`src/rtl/fir_coef_loader.sv`:
```
// Coefficient download sequencer for the FIR filter bank: turns an SPI byte stream
// (MSB then LSB) into per-filter RAM write pulses, holding audio off while busy.
module fir_coef_loader #(
  parameter int NUM_FILTERS = 4,   // 1..64
  parameter int SETTLE_CLKS = 2    // >= 1
) (
  input  logic       clk,
  input  logic       reset_n,
  input  logic       start,
  input  logic       abort,
  input  logic       audio_en_in,
  input  logic [8:0] coefs_per_tap,
  input  logic [7:0] byte_in,
  input  logic       byte_valid,
  output logic       byte_ready,
  input  logic       wr_addr_zero,
  output logic       coef_addr_rst,
  output logic       coefficient_wr_en,
  output logic [5:0] coef_select,
  output logic [7:0] coef_wr_msb_data,
  output logic [7:0] coef_wr_lsb_data,
  output logic       audio_en_out,
  output logic       busy,
  output logic       done,
  output logic       error
);

  localparam int         SW     = (SETTLE_CLKS > 1) ? $clog2(SETTLE_CLKS) : 1;
  localparam logic [SW-1:0] SET_LAST = SW'(SETTLE_CLKS - 1);
  localparam logic [5:0] FILT_LAST = 6'(NUM_FILTERS - 1);

  typedef enum logic [3:0] {
    IDLE, ADDR_RST, ADDR_CHK, GET_MSB, GET_LSB, WRITE, SETTLE, NEXT, DONE, ERROR
  } state_t;

  state_t        state;
  logic [5:0]    filt_idx;
  logic [8:0]    coef_cnt;
  logic [8:0]    n_lat;
  logic [SW-1:0] settle_cnt;
  logic [7:0]    msb_q, lsb_q;
  logic          done_q, error_q;

  always_ff @(posedge clk) begin
    if (!reset_n) begin
      state      <= IDLE;
      filt_idx   <= '0;
      coef_cnt   <= '0;
      n_lat      <= '0;
      settle_cnt <= '0;
      msb_q      <= '0;
      lsb_q      <= '0;
      done_q     <= 1'b0;
      error_q    <= 1'b0;
    end else begin
      done_q <= 1'b0;
      // abort outranks everything, including a byte transfer in the same clk
      if (busy && abort) begin
        state   <= ERROR;
        error_q <= 1'b1;
      end else begin
        case (state)
          IDLE, DONE, ERROR: begin
            if (start) begin
              error_q  <= 1'b0;
              filt_idx <= '0;
              coef_cnt <= '0;
              n_lat    <= coefs_per_tap;
              if (coefs_per_tap == '0) begin
                state   <= ERROR;
                error_q <= 1'b1;
              end else begin
                state <= ADDR_RST;
              end
            end
          end
          ADDR_RST: state <= ADDR_CHK;
          ADDR_CHK: begin
            if (wr_addr_zero) state <= GET_MSB;
            else begin
              state   <= ERROR;
              error_q <= 1'b1;
            end
          end
          GET_MSB: if (byte_valid) begin
            msb_q <= byte_in;
            state <= GET_LSB;
          end
          GET_LSB: if (byte_valid) begin
            lsb_q <= byte_in;
            state <= WRITE;
          end
          WRITE: begin
            coef_cnt   <= coef_cnt + 9'd1;
            settle_cnt <= '0;
            state      <= SETTLE;
          end
          SETTLE: begin
            if (settle_cnt == SET_LAST)
              state <= (coef_cnt < n_lat) ? GET_MSB : NEXT;
            else
              settle_cnt <= settle_cnt + 1'b1;
          end
          NEXT: begin
            if (filt_idx == FILT_LAST) begin
              state  <= DONE;
              done_q <= 1'b1;
            end else begin
              filt_idx <= filt_idx + 6'd1;
              coef_cnt <= '0;
              state    <= ADDR_RST;
            end
          end
          default: state <= IDLE;
        endcase
      end
    end
  end

  // Moore outputs decoded straight from the state register
  assign busy              = !(state inside {IDLE, DONE, ERROR});
  assign byte_ready        = (state == GET_MSB) || (state == GET_LSB);
  assign coef_addr_rst     = (state == ADDR_RST);
  assign coefficient_wr_en = (state == WRITE);
  assign coef_select       = filt_idx;
  assign coef_wr_msb_data  = msb_q;
  assign coef_wr_lsb_data  = lsb_q;
  assign done              = done_q;
  assign error             = error_q;
  assign audio_en_out      = audio_en_in & ~busy;

endmodule

```
`config.mk`:
```
export PLATFORM = sky130hd
export DESIGN_NAME = fir_coef_loader
export DESIGN_NICKNAME = d
export VERILOG_FILES = /design/src/rtl/fir_coef_loader.sv
export SDC_FILE = /design/constraint.sdc
export NUM_CORES = 1
export LEC_CHECK = 0
export CORE_MARGIN = 5
export CORE_UTILIZATION = 34
export DETAILED_ROUTE_END_ITERATION = 6
export GPL_TIMING_DRIVEN = 0
export SYNTH_ARGS = -nofsm -noshare
export SYNTH_HDL_FRONTEND = slang
export SYNTH_SLANG_ARGS = --single-unit
```
`constraint.sdc`:
```
create_clock -name clk -period 3.7 [get_ports clk]
set_input_delay 0.555 -clock clk [delete_from_list [all_inputs] [get_ports clk]]
set_output_delay 0.555 -clock clk [all_outputs]
set_load 0.02 [all_outputs]
```
; Word-level counts from Yosys, hierarchy flattened
; Cells that the tools add are included.
[classes]
addsub = 3
magnitude_cmp = 1
eq_ne = 20
muxes = 24
n_bitwise = 4
reduce_logical = 22
[ops]
columns = cell, n
row1 = 4-bit two-way mux, 8
row2 = 4-bit one-hot mux with 8 select lines, 1
row3 = 9-bit one-hot mux with 3 select lines, 1
row4 = 9-bit two-way mux, 2
row5 = "4-bit by 3-bit equality test with 1-bit output, second input constant", 4
row6 = 4-bit AND reduction, 4
row7 = "3-bit != test, second input constant", 5
row8 = 6-bit two-way mux, 2
row9 = 6-bit one-hot mux with 2 select lines, 1
row10 = 3-bit AND reduction, 4
row11 = "2-bit != test, second input constant", 5
row12 = "9-bit by 1-bit adder with 9-bit output, second input constant", 1
row13 = 9-bit zero test, 1
row14 = 9-bit less-than comparator, 1
row15 = 3-bit nonzero test, 3
row16 = "4-bit by 2-bit equality test with 1-bit output, second input constant", 2
row17 = "4-bit equality test, second input constant", 2
row18 = "6-bit by 1-bit adder with 6-bit output, second input constant", 1
row19 = "6-bit by 2-bit equality test with 1-bit output, second input constant", 1
row20 = 1-bit two-way mux, 6
row21 = 3-bit OR reduction, 2
row22 = "4-bit by 1-bit equality test with 1-bit output, second input constant", 1
row23 = 4-bit zero test, 1
row24 = 1-bit one-hot mux with 2 select lines, 2
row25 = 10 further kinds, 13
[totals]
reg_bits = 47
input_bits = 24
out_inout_bits = 29
wordCells = 84

; Longest topological paths before layout
[logic_depth]
word_depth = 6
mapped_depth = 7

; Worst setup path after synthesis
; OpenSTA, ideal clock, no wires.
[synth_timing]
kind = register to register
startpoint = reg filt_idx[0], in the netlist coef_select[0]
endpoint = reg coef_cnt[7]
t_arrival_ns = 2.145
slack_ns = 1.420
stages_incl_launch_ff = 8
n_path_buf = 1
synth_period_minus_slack_ns = 2.280
path_cell_list = dfxtp_1 ha_1 or4b_4 or4_4 and4_4 buf_6 mux2i_1 nor4b_2
[synth_via]
elab_chain_cells = 3
[synth_lines]
columns = element, line
row1 = from (decl), 37  ; logic [5:0] filt_idx;
row2 = from (signal assigned), 109  ; filt_idx <= filt_idx + 6'd1;
row3 = 6-bit by 2-bit equality test with 1-bit output, 105  ; if (filt_idx == FILT_LAST) begin
row4 = 2-bit != test (no source line), -
row5 = 4-bit AND reduction (no source line), -
row6 = to (signal assigned), 94  ; coef_cnt <= coef_cnt + 9'd1;
row7 = to (decl), 38  ; logic [8:0] coef_cnt;
; No other way between the ends.
; A chain may end at the register's enable or synchronous reset.

; Worst setup path in the final report
[layout_timing]
startpoint = reg state[1]
endpoint = out coefficient_wr_en
[layout_via]
elab_chain_cells = 1
[layout_lines]
columns = element, line
row1 = from (decl), 36  ; state_t state;
row2 = from (signal assigned), 100  ; state <= (coef_cnt < n_lat) ? GET_MSB : NEXT;
row3 = 4-bit by 3-bit equality test with 1-bit output, 124  ; assign coefficient_wr_en = (state == WRITE);
row4 = to (decl), 18  ; output logic coefficient_wr_en,
; No other way between the ends.

==> impl_metrics.tcl <==
set metrics [dict create \
    status "finished clean" \
    dp_slack_ns 0.9071 \
    hold_buffers 0 \
    row_count 30 \
    synth-edff-count 0 \
    netlist_top_cells_count "50 x nor2_1, 47 x dfxtp_1, 30 x mux2i_1" \
    cts_max_level 2 \
    fin_crit_sh_pct 74.45 \
    slew_violations 0 \
    initial_utilization_pct 35.23 \
    grt_overflow_total 0 \
    min-delay-start "coef_wr_lsb_data[2]$_SDFFE_PN0P_" \
    n_antenna_cell 0 \
    n_fill_cell 708 \
    vias 2148 \
    cts-root-buf "clkbuf_8" \
    finClkSkew_ns 0.006674 \
    worstPathRequired_ns 3.14 \
    clk_path_buf_depth 2 \
    io_pins 53 \
    grt_antenna_before_repair 0 \
    fmax_ghz 0.3630 \
    hp-class "reg -> reg" \
    reg2reg_to "coef_cnt[7]$_SDFFE_PN0P_" \
    cts_buffers 5 \
    holdPathStages 2 \
    portBuffers 52 \
    p_leak_nw 1.327 \
    crit_type "reg -> out" \
    ff2ff_setup_slack_ns 1.22 \
    cts_resized 0 \
    rsz0062_at_grt "no" \
    cp_max_fo 10 \
    yosysMostFrequentCell "nor2_1" \
    post-route-worst-setup-slack_ns 0.9455 \
    arrival_ns 2.20 \
    synthToLayoutAreaGrowth_pct 32.26 \
    ant_nets 0 \
    hold_viol 0 \
    insertion_delay_ns 0.31 \
    synth.distinct_cells 50 \
    grt_max_degree 17 \
    grt_usage_pct 14.04 \
    fp.coreArea_sq_um 6869 \
    dieArea_sq_um 8905 \
    grt_pass1_vias 2099 \
    die_h_um 94.37 \
    hold-path-endpoint "coef_wr_lsb_data[2]$_SDFFE_PN0P_" \
    netlist_top_cells_area "dfxtp_1 39%, mux2i_1 12%, nor2_1 7.8%" \
    tightest_slew_ns 0.9628 \
    syn-num-nets 310 \
    synth_top_cell_area_share_pct 38.88 \
    cts.reportedPaths.clkPinSlew_ns 0.10 \
    yosysTopAreaCell "dfxtp_1" \
    die_w_um 94.37 \
    drc 0 \
    ys_warn_count 0 \
    syn_area_sq_um 2420 \
    synth_seq_area_share_pct 38.88 \
    grt_pass1_wl_mm 9.949 \
    min_period_ns 2.755 \
    rr_worst_depth 5 \
    critPathLaunchType "flip-flop" \
    worstReg2RegStart "coef_select[0]$_SDFFE_PN0P_" \
    ir_worst_vdd_v 0.0002071 \
    cts_tree "yes" \
    ys_ff_latch 47 \
    synth_ff_type "dfxtp_1" \
    nNetsFinal 369 \
    drv_cap 0 \
    finalSetupTns_ns 0 \
    wl_mm 6.071 \
    slew_headroom_pct 35.22 \
    avgRoutedWirePerCell_um 14.05 \
    syn_inst 276 \
    via_per_inst 4.972 \
    drive_gt1_share_pct 5.952 \
    clock_sinks 47 \
    place_hpwl_mm 4.462 \
    syn-mean-instance-area_sq_um 8.767 \
    final_core_util_pct 46.59 \
    finalSetupViolCount 0 \
    first_pass_iters 4 \
    ys_async_sr_fraction_pct 0 \
    place.gp.congestion 0.8801 \
    drt_iter0_markers 120 \
    post_cts_buffers 0 \
    worstSetupEndpointType "primary output" \
    power_density_nw_per_um2 464.8 \
]
kinds of logic (layout without fill, tap and decap cells):
family,after synthesis,in the layout,share of synthesized area [%]
simple gates,117,117,25.49
flops,47,47,38.88
compound gates,40,40,11.32
mux,30,30,12.41
buf+inv,25,85,4.188
fa+ha+maj,10,10,5.171
xor+xnor,7,7,2.534
critical path, stage by stage, from the launching register on:
cell and delay (ns):
dfxtp_1 0.32, clkbuf_1 0.29, clkbuf_1 0.38, nand2b_1 0.24
nor2_1 0.10, clkdlybuf4s50_1 0.57
registers in the layout, summed over array words and instances (netlist names):
signal / count
coef_cnt: 9
coef_select: 6
coef_wr_lsb_data: 8
coef_wr_msb_data: 8
done: 1
error: 1
n_lat: 9
settle_cnt: 1
state: 4
worst max path at each step:
stage	from	endpoint	slack, ns	cells after the start
after floorplan	coef_select[0]$_SDFFE_PN0P_	coef_cnt[7]$_SDFFE_PN0P_	1.42	7
after global placement	abort	coef_select[1]$_SDFFE_PN0P_	1.0	6
after detailed placement	abort	coef_select[1]$_SDFFE_PN0P_	0.91	6
after CTS	state[1]$_SDFFE_PP0P_	coefficient_wr_en	0.94	5
after global routing	state[1]$_SDFFE_PP0P_	coefficient_wr_en	0.77	5
final	state[1]$_SDFFE_PP0P_	coefficient_wr_en	0.95	5
layer usage:
metal  track usage [%]  vias up  wire, um
met1             19.85      991      3088
met5                 0        -         0
met4             3.971        0        16
met3             3.267        3       303
li1                  -     1095         -
met2             21.34       59      2663
placed cells by master (no fill, tap or decap), types with 2 or more instances in the layout:
cell type        instances
a211oi_1                 3
a21oi_1                  9
a31o_2                   3
a31oi_1                  2
and3_1                   5
and4_1                   2
bufinv_16                2
clkbuf_1                13
clkbuf_8                 5
clkdlybuf4s50_1         52
dfxtp_1                 47
ha_1                    10
inv_1                   11
mux2i_1                 30
nand2_1                 12
nand2b_1                 5
nand3_1                  5
nand3b_1                 2
nand4_1                  2
nor2_1                  50
nor2b_1                  5
nor3_1                   9
nor3_2                   2
nor4_1                   5
nor4b_1                  2
o211ai_1                 2
o21ai_0                  8
or3_1                    2
xnor2_1                  6
area by class of cell:
type / instances / area [sq um] / area share (%)
Buffer: 14 / 60.06 / 1.876
Clock buffer: 5 / 68.82 / 2.150
Clock inverter: 3 / 71.32 / 2.228
Inverter: 11 / 41.29 / 1.290
Multi-Input combinational cell: 204 / 1378 / 43.04
Sequential cell: 47 / 940.9 / 29.40
Tap cell: 96 / 120.1 / 3.753
Timing Repair Buffer: 52 / 520.5 / 16.26
power by group:
part           switching (mW)  internal, mW
clock                   0.197         0.275
combinational           0.256         0.194
sequential             0.0259         0.540
total                   0.479          1.01
stage by stage:
| stage | hold WS, ns | instances | instance area [sq um] | power [mW] |
|---|---|---|---|---|
| 6_report | 0.5049 | 432 | 3201 | 1.488 |
| 5_1_grt | 0.5298 | 432 | 3201 | 1.565 |
| 4_1_cts | 0.5132 | 432 | 3201 | 1.500 |
| 3_5_place_dp | 0.4865 | 424 | 3060 | 1.027 |
| 3_3_place_gp | 0.4758 | 424 | 3060 | 1.024 |
| 2_1_floorplan | 0.4634 | 276 | 2420 | 0.8707 |
No activity file was read; power rests on OpenSTA's default activity.
